$ cat src/rtl/scaler_pkg.sv
// rtl/scaler_pkg.sv - shared constants, FSM encoding and width helper for the vertical scaler controller
package scaler_pkg;

  localparam int LINE_STEP_DEF  = 4096;
  localparam int LINE_STEP_LOG2 = $clog2(LINE_STEP_DEF);

  typedef enum logic [1:0] {
    ST_IDLE  = 2'd0,
    ST_CHECK = 2'd1,
    ST_DIV   = 2'd2,
    ST_DONE  = 2'd3
  } state_t;

  // Dividend width: the input height shifted up by the fixed-point fraction bits.
  function automatic int div_width(input int size_width, input int step_log2);
    return size_width + step_log2;
  endfunction

endpackage

$ cat src/rtl/scaler_v_ctrl_if.sv
// rtl/scaler_v_ctrl_if.sv - configuration port bundle between CPU side and the controller
interface scaler_v_ctrl_if #(
  parameter int SIZE_WIDTH = 16
);

  logic [SIZE_WIDTH-1:0] cfg_in_w;
  logic [SIZE_WIDTH-1:0] cfg_in_h;
  logic [SIZE_WIDTH-1:0] cfg_out_h;
  logic                  cfg_wr;
  logic                  cfg_busy;
  logic                  cfg_err;

  modport master (
    output cfg_in_w, cfg_in_h, cfg_out_h, cfg_wr,
    input  cfg_busy, cfg_err
  );

  modport slave (
    input  cfg_in_w, cfg_in_h, cfg_out_h, cfg_wr,
    output cfg_busy, cfg_err
  );

endinterface

$ cat src/rtl/seq_udiv.sv
// rtl/seq_udiv.sv - restoring unsigned divider, one quotient bit per clock
module seq_udiv #(
  parameter int NW = 28,
  parameter int DW = 16
) (
  input  logic          clk,
  input  logic          rst,
  input  logic          start,
  input  logic [NW-1:0] dividend,
  input  logic [DW-1:0] divisor,
  output logic          busy,
  output logic          done,
  output logic [NW-1:0] quotient,
  output logic [DW:0]   remainder
);

  localparam int CW = $clog2(NW + 1);

  logic [NW-1:0] q_r;
  logic [DW:0]   r_r;
  logic [CW-1:0] cnt;

  logic [NW-1:0] cur_q;
  logic [DW-1:0] cur_r;
  logic [DW:0]   trial;
  logic          ge;
  logic [NW-1:0] nxt_q;
  logic [DW:0]   nxt_r;

  // One restoring step; the start cycle already performs the first step on the fresh operands.
  always_comb begin
    cur_q = start ? dividend : q_r;
    cur_r = start ? '0 : r_r[DW-1:0];
    trial = {cur_r, cur_q[NW-1]};
    ge    = (trial >= {1'b0, divisor});
    nxt_r = ge ? (trial - {1'b0, divisor}) : trial;
    nxt_q = {cur_q[NW-2:0], ge};
  end

  // Iteration registers; done pulses for one cycle once the last bit is in.
  always_ff @(posedge clk) begin
    if (rst) begin
      q_r  <= '0;
      r_r  <= '0;
      cnt  <= '0;
      busy <= 1'b0;
      done <= 1'b0;
    end else begin
      done <= 1'b0;
      if (start) begin
        q_r  <= nxt_q;
        r_r  <= nxt_r;
        cnt  <= CW'(NW - 1);
        busy <= (NW > 1);
        done <= (NW == 1);
      end else if (busy) begin
        q_r <= nxt_q;
        r_r <= nxt_r;
        cnt <= cnt - CW'(1);
        if (cnt == CW'(1)) begin
          busy <= 1'b0;
          done <= 1'b1;
        end
      end
    end
  end

  assign quotient  = q_r;
  assign remainder = r_r;

endmodule

$ cat src/rtl/scaler_v_ctrl.sv
// rtl/scaler_v_ctrl.sv - vertical scaler parameter controller with frame-synchronous apply
module scaler_v_ctrl
  import scaler_pkg::*;
#(
  parameter int LINE_STEP  = LINE_STEP_DEF,
  parameter int SIZE_WIDTH = 16,
  parameter int STEP_WIDTH = 16
) (
  input  logic                  clk,
  input  logic                  rst,
  scaler_v_ctrl_if.slave        cfg,
  input  logic                  de_i,
  input  logic                  vs_i,
  output logic                  prm_pending,
  output logic [STEP_WIDTH-1:0] scale_step,
  output logic [SIZE_WIDTH-1:0] line_in_size
);

  localparam int LOG2 = $clog2(LINE_STEP);
  localparam int NW   = div_width(SIZE_WIDTH, LOG2);

  state_t state, state_nxt;

  logic [SIZE_WIDTH-1:0] stg_w, stg_h, stg_oh;
  logic                  err_q, pend_q;
  logic [STEP_WIDTH-1:0] pend_step, step_q;
  logic [SIZE_WIDTH-1:0] pend_size, size_q;

  logic                  div_start, div_busy, div_done;
  logic [NW-1:0]         dividend, quotient;
  logic [SIZE_WIDTH:0]   remainder;
  logic                  unused_div;

  logic cfg_ok, q_ok, frame_start;

  assign cfg_ok      = (stg_w != '0) && (stg_h != '0) && (stg_oh != '0);
  assign q_ok        = (quotient[NW-1:STEP_WIDTH] == '0) && (quotient != '0);
  assign frame_start = de_i & vs_i;
  assign dividend    = {stg_h, {LOG2{1'b0}}};
  assign unused_div  = &{1'b0, div_busy, remainder};

  seq_udiv #(
    .NW (NW),
    .DW (SIZE_WIDTH)
  ) u_div (
    .clk       (clk),
    .rst       (rst),
    .start     (div_start),
    .dividend  (dividend),
    .divisor   (stg_oh),
    .busy      (div_busy),
    .done      (div_done),
    .quotient  (quotient),
    .remainder (remainder)
  );

  // FSM state register.
  always_ff @(posedge clk) begin
    if (rst) state <= ST_IDLE;
    else     state <= state_nxt;
  end

  // Next state and divider launch; cfg_wr outside IDLE is simply not looked at.
  always_comb begin
    state_nxt = state;
    div_start = 1'b0;
    case (state)
      ST_IDLE:  if (cfg.cfg_wr) state_nxt = ST_CHECK;
      ST_CHECK: begin
        if (cfg_ok) begin
          div_start = 1'b1;
          state_nxt = ST_DIV;
        end else begin
          state_nxt = ST_IDLE;
        end
      end
      ST_DIV:   if (div_done) state_nxt = ST_DONE;
      ST_DONE:  state_nxt = ST_IDLE;
      default:  state_nxt = ST_IDLE;
    endcase
  end

  // Staging, error flag, pending set and the live outputs. A frame start applies the
  // pending set before a same-cycle DONE can replace it, so DONE's set waits a frame.
  always_ff @(posedge clk) begin
    if (rst) begin
      stg_w     <= '0;
      stg_h     <= '0;
      stg_oh    <= '0;
      err_q     <= 1'b0;
      pend_q    <= 1'b0;
      pend_step <= '0;
      pend_size <= '0;
      step_q    <= STEP_WIDTH'(LINE_STEP);
      size_q    <= '0;
    end else begin
      if (state == ST_IDLE && cfg.cfg_wr) begin
        stg_w  <= cfg.cfg_in_w;
        stg_h  <= cfg.cfg_in_h;
        stg_oh <= cfg.cfg_out_h;
        err_q  <= 1'b0;
      end
      if (state == ST_CHECK && !cfg_ok) err_q <= 1'b1;
      if (frame_start && pend_q) begin
        step_q <= pend_step;
        size_q <= pend_size;
        pend_q <= 1'b0;
      end
      if (state == ST_DONE) begin
        if (q_ok) begin
          pend_step <= quotient[STEP_WIDTH-1:0];
          pend_size <= stg_w - SIZE_WIDTH'(1);
          pend_q    <= 1'b1;
        end else begin
          err_q <= 1'b1;
        end
      end
    end
  end

  assign cfg.cfg_busy = (state != ST_IDLE);
  assign cfg.cfg_err  = err_q;
  assign prm_pending  = pend_q;
  assign scale_step   = step_q;
  assign line_in_size = size_q;

endmodule

$ cat src/flat_wrapper.sv
// flat-port wrapper written by rule: the top's interface ports become plain ports
module scaler_v_ctrl_flat import scaler_pkg::*;
#(
  parameter int LINE_STEP  = LINE_STEP_DEF,
  parameter int SIZE_WIDTH = 16,
  parameter int STEP_WIDTH = 16
)
  (clk, rst, de_i, vs_i, prm_pending, scale_step, line_in_size, cfg_cfg_in_w, cfg_cfg_in_h, cfg_cfg_out_h, cfg_cfg_wr, cfg_cfg_busy, cfg_cfg_err);
  scaler_v_ctrl_if #(.SIZE_WIDTH(SIZE_WIDTH)) cfg_i ();
  input  logic clk;
  input  logic rst;
  input  logic de_i;
  input  logic vs_i;
  output logic prm_pending;
  output logic [STEP_WIDTH-1:0] scale_step;
  output logic [SIZE_WIDTH-1:0] line_in_size;
  input wire logic [$bits(cfg_i.cfg_in_w)-1:0] cfg_cfg_in_w;
  input wire logic [$bits(cfg_i.cfg_in_h)-1:0] cfg_cfg_in_h;
  input wire logic [$bits(cfg_i.cfg_out_h)-1:0] cfg_cfg_out_h;
  input wire logic [$bits(cfg_i.cfg_wr)-1:0] cfg_cfg_wr;
  output wire logic [$bits(cfg_i.cfg_busy)-1:0] cfg_cfg_busy;
  output wire logic [$bits(cfg_i.cfg_err)-1:0] cfg_cfg_err;
  assign cfg_i.cfg_in_w = cfg_cfg_in_w;
  assign cfg_i.cfg_in_h = cfg_cfg_in_h;
  assign cfg_i.cfg_out_h = cfg_cfg_out_h;
  assign cfg_i.cfg_wr = cfg_cfg_wr;
  assign cfg_cfg_busy = cfg_i.cfg_busy;
  assign cfg_cfg_err = cfg_i.cfg_err;
  scaler_v_ctrl #(.LINE_STEP(LINE_STEP), .SIZE_WIDTH(SIZE_WIDTH), .STEP_WIDTH(STEP_WIDTH)) u_core (.clk(clk), .rst(rst), .cfg(cfg_i), .de_i(de_i), .vs_i(vs_i), .prm_pending(prm_pending), .scale_step(scale_step), .line_in_size(line_in_size));
endmodule
$ cat config.mk
export PLATFORM = sky130hd
export DESIGN_NAME = scaler_v_ctrl_flat
export DESIGN_NICKNAME = d
export VERILOG_FILES = /design/src/rtl/scaler_pkg.sv /design/src/rtl/scaler_v_ctrl_if.sv /design/src/rtl/seq_udiv.sv /design/src/rtl/scaler_v_ctrl.sv /design/src/flat_wrapper.sv
export SDC_FILE = /design/constraint.sdc
export NUM_CORES = 1
export LEC_CHECK = 0
export ABC_AREA = 1
export BUFFER_PORTS_ARGS = -buffer_cell sky130_fd_sc_hd__buf_2
export CAP_MARGIN = 20
export CORE_UTILIZATION = 35
export CTS_BUF_LIST = sky130_fd_sc_hd__clkbuf_8
export CTS_CLUSTER_DIAMETER = 100
export DETAILED_ROUTE_END_ITERATION = 16
export SLEW_MARGIN = 20
export SYNTH_ARGS = -nofsm -noshare
export SYNTH_HDL_FRONTEND = slang
export SYNTH_SLANG_ARGS = --single-unit
$ cat constraint.sdc
create_clock -name clk -period 2.66 [get_ports clk]
set_input_delay 0.532 -clock clk [delete_from_list [all_inputs] [get_ports clk]]
set_output_delay 0.532 -clock clk [all_outputs]
set_load 0.05 [all_outputs]
Word-level counts from Yosys, hierarchy flattened
Cells that the tools add are included. W data, S select, Z words.

Bits in registers: 167. Input port bits: 53.

Multiplexer cells: 26. Order comparisons: 1. Bitwise operators: 2. Reduce and logical (&&, ||, !) cells: 19. Eq/ne operators: 6. $add $sub $neg: 3.

Operators by type and width (count): $mux W28 (3); $mux W16 (4); $reduce_bool A16 Y1 (3); $reduce_bool A28 Y1 (1); $ge A17 B16 Y1 (1); $sub A16 B1 Y16 const B (1); $sub A16 B16 Y16 (1); $mux W1 (13); $logic_not A12 Y1 (1); $mux W5 (2); $pmux W2 S4 (1); $logic_and A1 B1 Y1 (6); $mux W2 (3); $eq A5 B1 Y1 const B (1); $sub A5 B1 Y5 const B (1); $eq A2 B2 Y1 const B (2); $ne A2 B2 Y1 const B (2); $reduce_and A2 Y1 (2); $reduce_bool A2 Y1 (2); $reduce_or A3 Y1 (1); $eq A2 B1 Y1 const B (1); $logic_not A2 Y1 (1); $reduce_or A2 Y1 (1); $and A1 B1 Y1 (1); other kinds (2) (2).

Longest topological paths before layout
Gate-level depths: netlist of run 1.

Depth after elaboration: 10. Gate-level depth with buffers: 24. Mapped depth without buffers: 23.

Modules after synthesis
A second synthesis of run 1 with hierarchy kept.

Cells, all modules: 1211. Area, all modules: 8241.7 µm².

By module, submodules not included: scaler_v_ctrl (times used 1, cells each 660, sequential area each 2322.2 µm², area each 4648.2 µm²); seq_udiv (times used 1, cells each 551, sequential area each 1041.0 µm², area each 3593.4 µm²).

Worst setup path after synthesis of run 1
No wires, ideal clock.

Kind: register to register. Start: register u_core.stg_w[0]. End: register u_core.u_div.r_r[12] (netlist: u_core.u_div.remainder[12]). Data required time: 2551 ps. Cell stages (with the launch flop): 24. Setup slack: -102 ps. Path buffers: 2. Arrival time: 2653 ps. Cells stage by stage: dfxtp_1 inv_1 ha_1 nand2_1 nor2_1 nand2_2 nand3_2 nor2_2 buf_2 nor2_1 ha_1 a21oi_1 nand2_1 nand2_1 nand2_1 nand2_1 nand2_1 nand2_2 nand3_4 buf_6 nand2_1 nand3_1 nand2_1 inv_1.

Longest elaborated chain between the ends: 10. Elaborated cells between the ends (all ways): 13. Those cells by class: add/sub: 1; order compare: 1; mux: 7; reduce/logical: 4.

Ends and longest elaborated chain: from (decl) (RTL line scaler_v_ctrl.sv:24) `logic [SIZE_WIDTH-1:0] stg_w, stg_h, stg_oh;`; from (signal assigned) (RTL line scaler_v_ctrl.sv:98) `stg_w <= cfg.cfg_in_w;`; $reduce_bool A16 Y1 * (RTL line scaler_v_ctrl.sv:36) `assign cfg_ok = (stg_w != '0) && (stg_h != '0) && (stg_oh != '0);`; $logic_and A1 B1 Y1 * (2 in a row) (RTL line scaler_v_ctrl.sv:36); $mux W1 * (RTL line scaler_v_ctrl.sv:70) `if (cfg_ok) begin`; $mux W1 * (RTL line scaler_v_ctrl.sv:67) `case (state)`; $mux W28 / $mux W16 (equally long branches) (RTL line seq_udiv.sv:32, seq_udiv.sv:33); $sub A16 B16 Y16 / $ge A17 B16 Y1 (equally long branches) (RTL line seq_udiv.sv:36, seq_udiv.sv:35); $mux W16 (RTL line seq_udiv.sv:36) `nxt_r = ge ? (trial - {1'b0, divisor}) : trial;`; $mux W16 (RTL line seq_udiv.sv:56) `end else if (busy) begin`; $mux W16 (RTL line seq_udiv.sv:50) `if (start) begin`; to (signal assigned) (RTL line seq_udiv.sv:52) `r_r <= nxt_r;`; to (signal assigned) (RTL line seq_udiv.sv:58) `r_r <= nxt_r;`; to (decl) (RTL line seq_udiv.sv:20) `logic [DW:0] r_r;`.

Every way passes the cells marked *; elsewhere a longest branch is shown, timed or not. The select of a mux whose other input is x is not followed. A chain may end at the register's enable or synchronous reset.

Final worst setup path of run 1
Start: register u_core.stg_w[0]. End: register u_core.u_div.r_r[8] (netlist: u_core.u_div.remainder[8]).

Same word-level chain as after synthesis.

==> results of run 1 <==
==> path summary, 6_finish.rpt <==
check                                                 startpoint  slack (ns)  cells past startpoint                                      to
worst max-delay path                u_core.stg_w[0]$_SDFFE_PP0P_       -0.18                     18  u_core.u_div.remainder[8]$_SDFFE_PP0P_
worst min-delay path                             cfg_cfg_in_h[8]        0.34                      3            u_core.stg_h[8]$_SDFFE_PP0P_
worst max register to register      u_core.stg_w[0]$_SDFFE_PP0P_       -0.18                     18  u_core.u_div.remainder[8]$_SDFFE_PP0P_
worst min register to register  u_core.pend_step[9]$_SDFFE_PP0P_        0.46                      2       u_core.scale_step[9]$_SDFFE_PP0P_
==> area by class of cell <==
type	instances	area share (%)
Inverter	119	4.47
Multi-Input combinational cell	748	40.8
Sequential cell	167	33.5
Clock inverter	14	1.55
Clock buffer	18	2.48
Timing Repair Buffer	203	13.7
Tap cell	275	3.45
==> sequential cells by signal (all words and copies together), names as in the netlist, named ones only <==
signal                  flops
u_core.scale_step          16
u_core.u_div.busy           1
u_core.stg_oh              16
u_core.state                1
u_core.u_div.remainder     16
u_core.cfg.cfg_err          1
u_core.prm_pending          1
u_core.u_div.quotient      28
u_core.pend_size           16
u_core.line_in_size        16
u_core.stg_w               16
u_core.pend_step           16
u_core.u_div.cnt            5
u_core.stg_h               16
u_core.u_div.done           1
==> worst min-delay path, cell delays in order <==
cell     delay, ns
buf_2         0.07
o21ai_0       0.07
a21oi_1       0.10
==> power by group <==
group | switching (mW) | leakage (nW) | total, mW | internal, mW
logic | 1.51 | 2.76 | 2.76 | 1.25
registers | 0.0896 | 1.36 | 2.75 | 2.66
clock network | 1.04 | 0.202 | 1.85 | 0.810
==> synth_stat cells (4+ instances only) <==
library cell	count
nand2_1	249
dfxtp_1	167
a21oi_1	149
inv_1	117
o21ai_0	110
nor2_1	105
clkbuf_1	37
nand3_1	36
ha_1	20
nand4_1	19
xor2_1	15
buf_2	11
nor3_1	8
a31oi_1	5
xnor2_1	5
buf_1	4
buf_4	4
nand2_2	4
nor4_1	4
==> layer usage <==
| layer | vias up | global-route usage [%] | part of all wire [%] |
|---|---|---|---|
| met5 | - | 0 | 0 |
| met4 | 0 | 6.41 | 1.9 |
| met3 | 21 | 3.18 | 3.8 |
| met2 | 132 | 27.9 | 44 |
| met1 | 3289 | 25.8 | 51 |
| li1 | 3869 | - | - |
==> layout by cell type, fill, tap and decap left out, types with 6 or more instances in the layout <==
cell and count:
nand2_1 227, dfxtp_1 165, a21oi_1 146, inv_1 113, o21ai_0 109, buf_4 108
buf_2 87, nor2_1 79, nand3_1 28, nand2_2 20, nor2_2 19, nand4_1 19
clkbuf_8 18, xor2_1 15, ha_4 11, nor2_4 10, nand3_2 9, ha_1 9
nor3_1 7, inv_2 6, nand2_4 6
==> per-stage QoR <==
stage / total power, mW / TNS (ns) / setup slack (ns) / utilization, % / area (um2)
2_1_floorplan: 4.17 / 0 / 0.0156 / - / 7740
6_report: 7.36 / -2.41 / -0.180 / 46.9 / 9980
3_3_place_gp: 5.00 / -4.11 / -0.276 / 42.4 / 9020
4_1_cts: 7.15 / -2.51 / -0.172 / 45.8 / 9750
3_5_place_dp: 5.01 / -5.47 / -0.368 / 42.4 / 9020
5_1_grt: 7.84 / -5.14 / -0.340 / 46.9 / 9980
==> cells by family (layout without fill, tap and decap cells) <==
kind of cell / Yosys count / in the layout / synth area share, %
AO/OA/AOI/OAI: 268 / 268 / 17.6
flip-flops: 167 / 167 / 43.4
adder cells (fa/ha/maj): 21 / 21 / 3.51
buffers and inverters: 177 / 354 / 9.20
XOR/XNOR: 20 / 20 / 2.28
AND/OR/NAND/NOR: 438 / 439 / 24.0
==> repair_timing <==
action	4_1_cts	5_1_grt
setup buffers	8	9
pin swaps	26	15
gates cloned	2	0
resized for setup	51	41
setup endpoints to repair	17	17
==> impl_metrics.ini, run 1 <==
[worst_setup_path]
cp.required_ns = 3.07
crit_path_max_fanout = 5
crit_slowest_cell = dfxtp_2
critical_path_class = register to register
start_kind = register
critical_path_buf_inv_count = 3
endpoint_kind = register
crit_chain = inv_2, ha_4, nand2_4, nor2_4, nand2_2, nand3_4, nor2_4, nor2_2, ha_1, buf_4, a21oi_1, o21ai_0, a31oi_1, xnor2_1, nand2_1, nand3_1, nand2_1, inv_1
cp.arrival_ns = 3.25
cpPeakStageDelay_ns = 0.34
cpLargestDelayFamily = simple AND/OR/NAND/NOR gates

[sta]
clock.fmax_ghz = 0.352
layout_setup_ws_ns = -0.180
tightest_slew_ns = 0.708
fin_crit_ns = 2.84
setup_viol = 17
drv_slew = 0
fin_crit_sh_pct = 107
slew_headroom_pct = 52.8
hold_viol = 0
fin_hold_ws_ns = 0.336
skew_ns = 0.0150
rsz0062_at_grt = true

[routing]
vias_per_cell = 4.74
drtAntennaViolNets = 0
drc = 0
drtIter0Drc = 461
wl_um = 19700
drtPass1Iterations = 5
vias = 7311
wire_per_inst_um = 12.8

[synth]
async_reset_ff_share_pct = 0
syn_area_um2 = 7700
synth_top_area_share_pct = 43.4
ys.flop_type = dfxtp_1
postSynthAreaPerCell_um2 = 7.06
synth-edff-count = 0
yosysWarnings = 0
ys_ff_latch = 167
ys_seq_area_share_pct = 43.4
syn_nets = 1165
synth_area_leaders = dfxtp_1 (43%), nand2_1 (12%), a21oi_1 (9.7%)
netlist.top_cell.by_area = dfxtp_1
synth_cell_types = 32
syn_inst = 1091

[clock_tree]
clock_latency_ns = 0.46
cts_sinks = 167
ctsHoldBuffers = 0
cts.htree.levels = 4
clk_pin_slew_ns = 0.10
clockBufferDepth = 2
numCtsBuffers = 17
cts_tree = built
cts-root-buf = clkbuf_8

[place]
hpwl_um = 14100
place_inst = 1494
gp_congestion = 0.842
portBuffers = 87

[die]
dieArea_um2 = 22600
initial_utilization_pct = 36.2
die_h_um = 150
io_pins = 88
die_w_um = 150
coreArea_um2 = 21300
rows = 53

[hold_path]
hold_path.class = input pin to register

[finish]
n_antenna_cell = 0
nFillCells = 2157
drive_above_1_share_pct = 26.3
layout.cells.non_filler = 1544
regArea_um2 = 3350
multi_input_area_um2 = 4070
design.final.nets = 1330
areaGrowthSynthToFinish_pct = 29.7

[pwr]
powerDensity_nw_per_um2 = 738
ir_drop_mv = 0.273
power.leakage_nw = 4.32

[global_route]
grt_usage_pct = 18.3
grt_pass1_wl_um = 33000
grt-ovfl-total = 0
antenna_found_initial = 0
grt_pass1_vias = 6696
grt_start_max_net_pins = 68

[outcome]
failed_checks = negative setup slack
status = complete, but fails checks

[job]
cap_violations = 0
Power figures use the tool's default switching activity.
==> run 2, diff against run 1 <==
GPL_TIMING_DRIVEN = 0   (was default)
==> run 2 against run 1 <==
Effect of this change:
- the run still ends with negative setup slack left
- sequential share of layout area increased by 0.49 points
- sequential power about the same
- wire length is 11% higher
- design area is 0.70% lower
- critical path depth increased by 5
==> impl_metrics.ini, run 2 (synthesized netlist as in run 1, its figures left out) <==
[worst_setup_path]
path_depth = 23
crit_chain = inv_2, ha_4, nand2_4, nor2_4, nand2_4, nand3_4, nor2_4, buf_8, nor2_4, ha_4, nand2_4, inv_2, a21oi_2, nand2_2, nand2_1, nand2_2, nand2_4, nand3_4, buf_6, nand2_1, nand3_1, nand2_1, inv_1
reg2reg_from = u_core.stg_w[0]$_SDFFE_PP0P_
crit_path_max_fanout = 7
critical_path_class = register to register
setup.worst_path.start = u_core.stg_w[0]$_SDFFE_PP0P_
cp.required_ns = 3.03
endpoint = u_core.u_div.remainder[9]$_SDFFE_PP0P_
critical_path_buf_inv_count = 5
rr_worst_depth = 23
cpMostUsedCell = nand2_4
start_kind = register
cp.arrival_ns = 3.23
rrSetupSlack_ns = -0.20
endpoint_kind = register
cpPeakStageDelay_ns = 0.35
cpLargestDelayFamily = simple AND/OR/NAND/NOR gates
crit_slowest_cell = dfxtp_2
reg2reg_to = u_core.u_div.remainder[9]$_SDFFE_PP0P_

[finish]
final_common_cell = nand2_1
layout.cells.non_filler = 1530
design.final.nets = 1316
areaGrowthSynthToFinish_pct = 28.8
drive_above_1_share_pct = 25.5
n_antenna_cell = 0
largest_reg_flops = 28
final_cell_mix = nand2_1 (210), dfxtp_1 (153), a21oi_1 (143), inv_1 (110), o21ai_0 (108)

[job]
cap_violations = 0

[pwr]
p_total_mw = 7.29
ir_drop_mv = 0.326
powerDensity_nw_per_um2 = 735
power.leakage_nw = 4.13

[routing]
drc = 0
wl_met2_um = 10200
drtAntennaViolNets = 0
wl_met3_um = 827
routed.top_layer = met4
vias = 7398
drtIter0Drc = 484
wl_um = 21900
met1Wirelength_um = 10400
vias_per_cell = 4.84
wire_per_inst_um = 14.3
drtPass1Iterations = 5

[global_route]
antenna_found_initial = 0
grt_usage_pct = 20.2
grt_pass1_wl_um = 35200
grt_start_max_net_pins = 19
grt_pass1_vias = 6882
grt-ovfl-total = 0

[outcome]
status = complete, but fails checks
failed_checks = negative setup slack

[clock_tree]
cts_sinks = 167
clk_pin_slew_ns = 0.11
numCtsBuffers = 17
cts-root-buf = clkbuf_8
cts.htree.levels = 4
clock_latency_ns = 0.47
clockBufferDepth = 2
cts_tree = built

[sta]
hold_viol = 0
slew_headroom_pct = 55.9
setup_viol = 17
drv_slew = 0
tightest_slew_ns = 0.661
layout_setup_ws_ns = -0.199
skew_ns = 0.0146
fin_crit_sh_pct = 107
fin_crit_ns = 2.86
clock.fmax_ghz = 0.350
rsz0062_at_grt = true

[place]
place_inst = 1452
gp_congestion = 0.845
portBuffers = 86
hpwl_um = 15800

[die]
io_pins = 88
die_w_um = 150
rows = 53
die_h_um = 150
coreArea_um2 = 21300
dieArea_um2 = 22600
initial_utilization_pct = 36.2

[hold_path]
whs_path_depth = 3
hold_path.class = input pin to register
[run 2: worst min path at each step]
stage / from / endpoint / slack, ns
2_1_floorplan: u_core.pend_step[12]$_SDFFE_PP0P_ / u_core.scale_step[12]$_SDFFE_PP1P_ / 0.43
3_3_place_gp: u_core.pend_step[12]$_SDFFE_PP0P_ / u_core.scale_step[12]$_SDFFE_PP1P_ / 0.44
3_5_place_dp: u_core.pend_step[12]$_SDFFE_PP0P_ / u_core.scale_step[12]$_SDFFE_PP1P_ / 0.45
4_1_cts: cfg_cfg_in_w[8] / u_core.stg_w[8]$_SDFFE_PP0P_ / 0.29
5_1_grt: cfg_cfg_in_w[8] / u_core.stg_w[8]$_SDFFE_PP0P_ / 0.29
6_report: cfg_cfg_in_w[8] / u_core.stg_w[8]$_SDFFE_PP0P_ / 0.30
[run 2: layer usage]
layer  up-vias  global-route usage [%]
li1       3838                       -
met1      3387                    26.7
met2       151                    32.9
met3        22                    3.94
met4         0                    6.41
met5         -                       0
[run 2: report_power, final]
| part | total [mW] | internal [mW] | switching [mW] |
|---|---|---|---|
| Combinational | 2.70 | 1.15 | 1.56 |
| Clock | 1.80 | 0.704 | 1.10 |
| Sequential | 2.78 | 2.67 | 0.112 |
| Total | 7.29 | 4.52 | 2.77 |
[run 2: through the flow]
stage / hold slack, ns / util [%] / instance area (um2) / TNS, ns / worst slack [ns]
after CTS: 0.289 / 45.2 / 9620 / -2.40 / -0.178
after detailed placement: 0.450 / 40.0 / 8520 / -7.23 / -0.485
after global placement: 0.443 / 40.0 / 8520 / -7.17 / -0.489
final: 0.304 / 46.6 / 9910 / -2.36 / -0.199
after floorplan: 0.429 / - / 7740 / 0 / 0.0156
after global routing: 0.294 / 46.6 / 9910 / -4.72 / -0.326
[run 2: cell type report]
cell class	instances	area, um2
clock inverters	15	164
multi-input cells	747	4240
plain buffers	58	298
well taps	275	344
flip-flops and latches	167	3370
fillers	2140	11400
repair buffers	132	816
inverters	119	447
clock buffers	17	234
[run 2: worst register-to-register path, cell delays in order (launching register included)]
cell and delay (ns):
dfxtp_2 0.35, inv_2 0.05, ha_4 0.15, nand2_4 0.06
nor2_4 0.04, nand2_4 0.08, nand3_4 0.09, nor2_4 0.24
buf_8 0.20, nor2_4 0.06, ha_4 0.26, nand2_4 0.08
inv_2 0.04, a21oi_2 0.13, nand2_2 0.08, nand2_1 0.07
nand2_2 0.08, nand2_4 0.11, nand3_4 0.13, buf_6 0.17
nand2_1 0.06, nand3_1 0.08, nand2_1 0.10, inv_1 0.04
[run 2: timing repair]
| action | in CTS | in global routing |
|---|---|---|
| endpoints found under the setup margin | 17 | 17 |
| gates cloned | 3 | 0 |
| pin swaps | 42 | 32 |
| gates resized for setup | 98 | 67 |
| setup buffers | 32 | 11 |
| hold buffers | 0 | 0 |
==> run 3, diff against run 2 <==
REMOVE_ABC_BUFFERS = 1   (was default)
==> run 3 against run 2 <==
Effect of this change:
- the flow still finishes with violations (negative setup slack)
- count of clock-buffer cells in the layout stayed put
- non-clock buffer count is 54 lower
- critical path depth is 1 lower
- via count is 2.4% lower
- hold slack better by 0.017 ns
- global-route usage is 2.0 points lower
- combinational power is 5% lower
- total power is 0.46% lower
- clock power is 6% higher
- highest routed layer is now met5
==> impl_metrics.ini, run 3 (synthesized netlist as in run 1, its figures left out) <==
[clock_tree]
ctsHoldBuffers = 0
clk_pin_slew_ns = 0.09
cts_sinks = 167
clockBufferDepth = 2
cts.htree.levels = 4
cts-root-buf = clkbuf_8
cts_tree = built
clock_latency_ns = 0.47
numCtsBuffers = 17

[place]
placed_cell_area_um2 = 8300
place_inst = 1397
gp_congestion = 0.888
hpwl_um = 12300
portBuffers = 87

[finish]
nFillCells = 2118
final_common_cell = nand2_1
largest_reg_flops = 28
postLayoutCellArea_um2 = 9700
final_cell_mix = nand2_1 (221), dfxtp_1 (156), a21oi_1 (145), inv_1 (110), o21ai_0 (107)
areaGrowthSynthToFinish_pct = 26.0
n_antenna_cell = 0
layout.cells.non_filler = 1479
design.final.nets = 1265
drive_above_1_share_pct = 24.3

[sta]
setup_viol = 17
layout_setup_ws_ns = -0.233
tightest_slew_ns = 0.742
fin_crit_ns = 2.89
slew_headroom_pct = 50.5
clock.fmax_ghz = 0.346
rsz0062_at_grt = true
hold_viol = 0
drv_slew = 0
skew_ns = 0.0154
fin_crit_sh_pct = 109

[die]
dieArea_um2 = 22600
io_pins = 88
initial_utilization_pct = 36.2
coreArea_um2 = 21300
die_h_um = 150
die_w_um = 150
rows = 53

[global_route]
grt-ovfl-total = 0
grt_pass1_wl_um = 32700
grt_usage_pct = 18.2
antenna_found_initial = 1
grt_start_max_net_pins = 88
grt_pass1_vias = 6787

[pwr]
power.leakage_nw = 4.03
power.share.clock_pct = 26.2
p_comb_share_pct = 35.4
p_sw_mw = 2.66
p_sw_share_pct = 36.7
p_total_mw = 7.25
pwr-share-seq_pct = 38.4
powerDensity_nw_per_um2 = 747
ir_drop_mv = 0.353
p_int_mw = 4.59

[job]
cap_violations = 0

[routing]
drtAntennaViolNets = 0
wire_per_inst_um = 13.7
vias = 7224
vias_per_cell = 4.88
drtPass1Iterations = 5
drc = 0
wl_um = 20200
drtIter0Drc = 463

[worst_setup_path]
cpPeakStageDelay_ns = 0.34
cp.required_ns = 3.02
rr_worst_depth = 22
crit_chain = inv_2, ha_4, nand2_4, nor2_4, nand2_4, nand3_4, nor2_4, clkbuf_16, nor2_4, ha_4, nand2_2, nand2_1, nand2_1, nand2_2, a21oi_2, nand2_2, nand2_4, nand3_4, nor2_4, o21ai_1, nand2_1, nor2_1
endpoint = u_core.u_div.remainder[15]$_SDFFE_PP0P_
setup.worst_path.start = u_core.stg_w[0]$_SDFFE_PP0P_
crit_slowest_cell = dfxtp_2
critical_path_class = register to register
rrSetupSlack_ns = -0.23
crit_path_max_fanout = 8
start_kind = register
cp.arrival_ns = 3.26
cpMostUsedCell = nor2_4
reg2reg_to = u_core.u_div.remainder[15]$_SDFFE_PP0P_
reg2reg_from = u_core.stg_w[0]$_SDFFE_PP0P_
endpoint_kind = register

[outcome]
status = complete, but fails checks
failed_checks = negative setup slack

[hold_path]
hold_path.class = input pin to register
[run 3: changes by cell type in the layout (fill, tap and decap cells not counted), sizes merged, moves of 2 or more]
cell	before	now
bufinv	0	2
clkinv	6	3
buf	152	135
clkinvlp	3	5
clkbuf	54	18
nand3	39	41
[run 3: critical path, delay by kind of cell (launching register included)]
kind | cells | cell delay, ns
compound gates | 2 | 0.23
buf+inv | 2 | 0.28
simple gates | 16 | 1.51
fa+ha+maj | 2 | 0.41
flops | 1 | 0.34
[run 3: metrics by stage]
step | utilization [%] | TNS (ns) | hold slack, ns | worst slack, ns
floorplan | - | -13.95 | 0.429 | -0.924
global route | 45.6 | -5.18 | 0.327 | -0.373
global placement | 38.6 | -152.10 | 0.446 | -2.41
finish | 45.6 | -2.86 | 0.321 | -0.233
detailed placement | 39.0 | -24.98 | 0.449 | -1.60
CTS | 44.3 | -3.70 | 0.305 | -0.272
[run 3: worst min path at each step]
stage                                                endpoint  depth (start not counted)  slack [ns]                         startpoint
after floorplan            u_core.scale_step[12]$_SDFFE_PP1P_                          2        0.43  u_core.pend_step[12]$_SDFFE_PP0P_
after global placement    u_core.line_in_size[6]$_SDFFE_PP0P_                          2        0.45   u_core.pend_size[6]$_SDFFE_PP0P_
after detailed placement   u_core.scale_step[12]$_SDFFE_PP1P_                          2        0.45  u_core.pend_step[12]$_SDFFE_PP0P_
after global routing             u_core.stg_h[9]$_SDFFE_PP0P_                          3        0.33                    cfg_cfg_in_h[9]
after CTS                        u_core.stg_h[9]$_SDFFE_PP0P_                          3        0.31                    cfg_cfg_in_h[9]
final                            u_core.stg_h[9]$_SDFFE_PP0P_                          3        0.32                    cfg_cfg_in_h[9]
[run 3: cell type report]
class | count | area, um2 | area share (%)
sequential | 167 | 3360 | 34.6
inverter | 119 | 455 | 4.69
tap | 275 | 344 | 3.55
clock inverter | 15 | 170 | 1.75
clock buffer | 17 | 234 | 2.41
multi-input combinational | 750 | 4260 | 43.9
timing repair buffer | 136 | 883 | 9.10
[run 3: repair_timing]
item,in CTS,in global routing
endpoints found under the setup margin,17,48
buffers inserted,37,10
gates cloned,4,0
resized for setup,92,55
pin swaps,51,33
[run 3: power groups by stage]
stage                     combinational [mW]  clock, mW  sequential, mW
after floorplan                         1.25          0            2.81
after global placement                  1.65          0            2.83
after detailed placement                1.68          0            2.84
after CTS                               2.31       1.93            2.78
after global routing                    2.80       2.03            2.81
final                                   2.57       1.90            2.79
[run 3: metal layers]
metal	part of all wire (%)	up-vias	track usage (%)
li1	-	3741	-
met1	46	3286	23.0
met2	46	152	30.3
met3	4.3	43	3.30
met4	2.9	2	7.73
met5	0.049	-	0
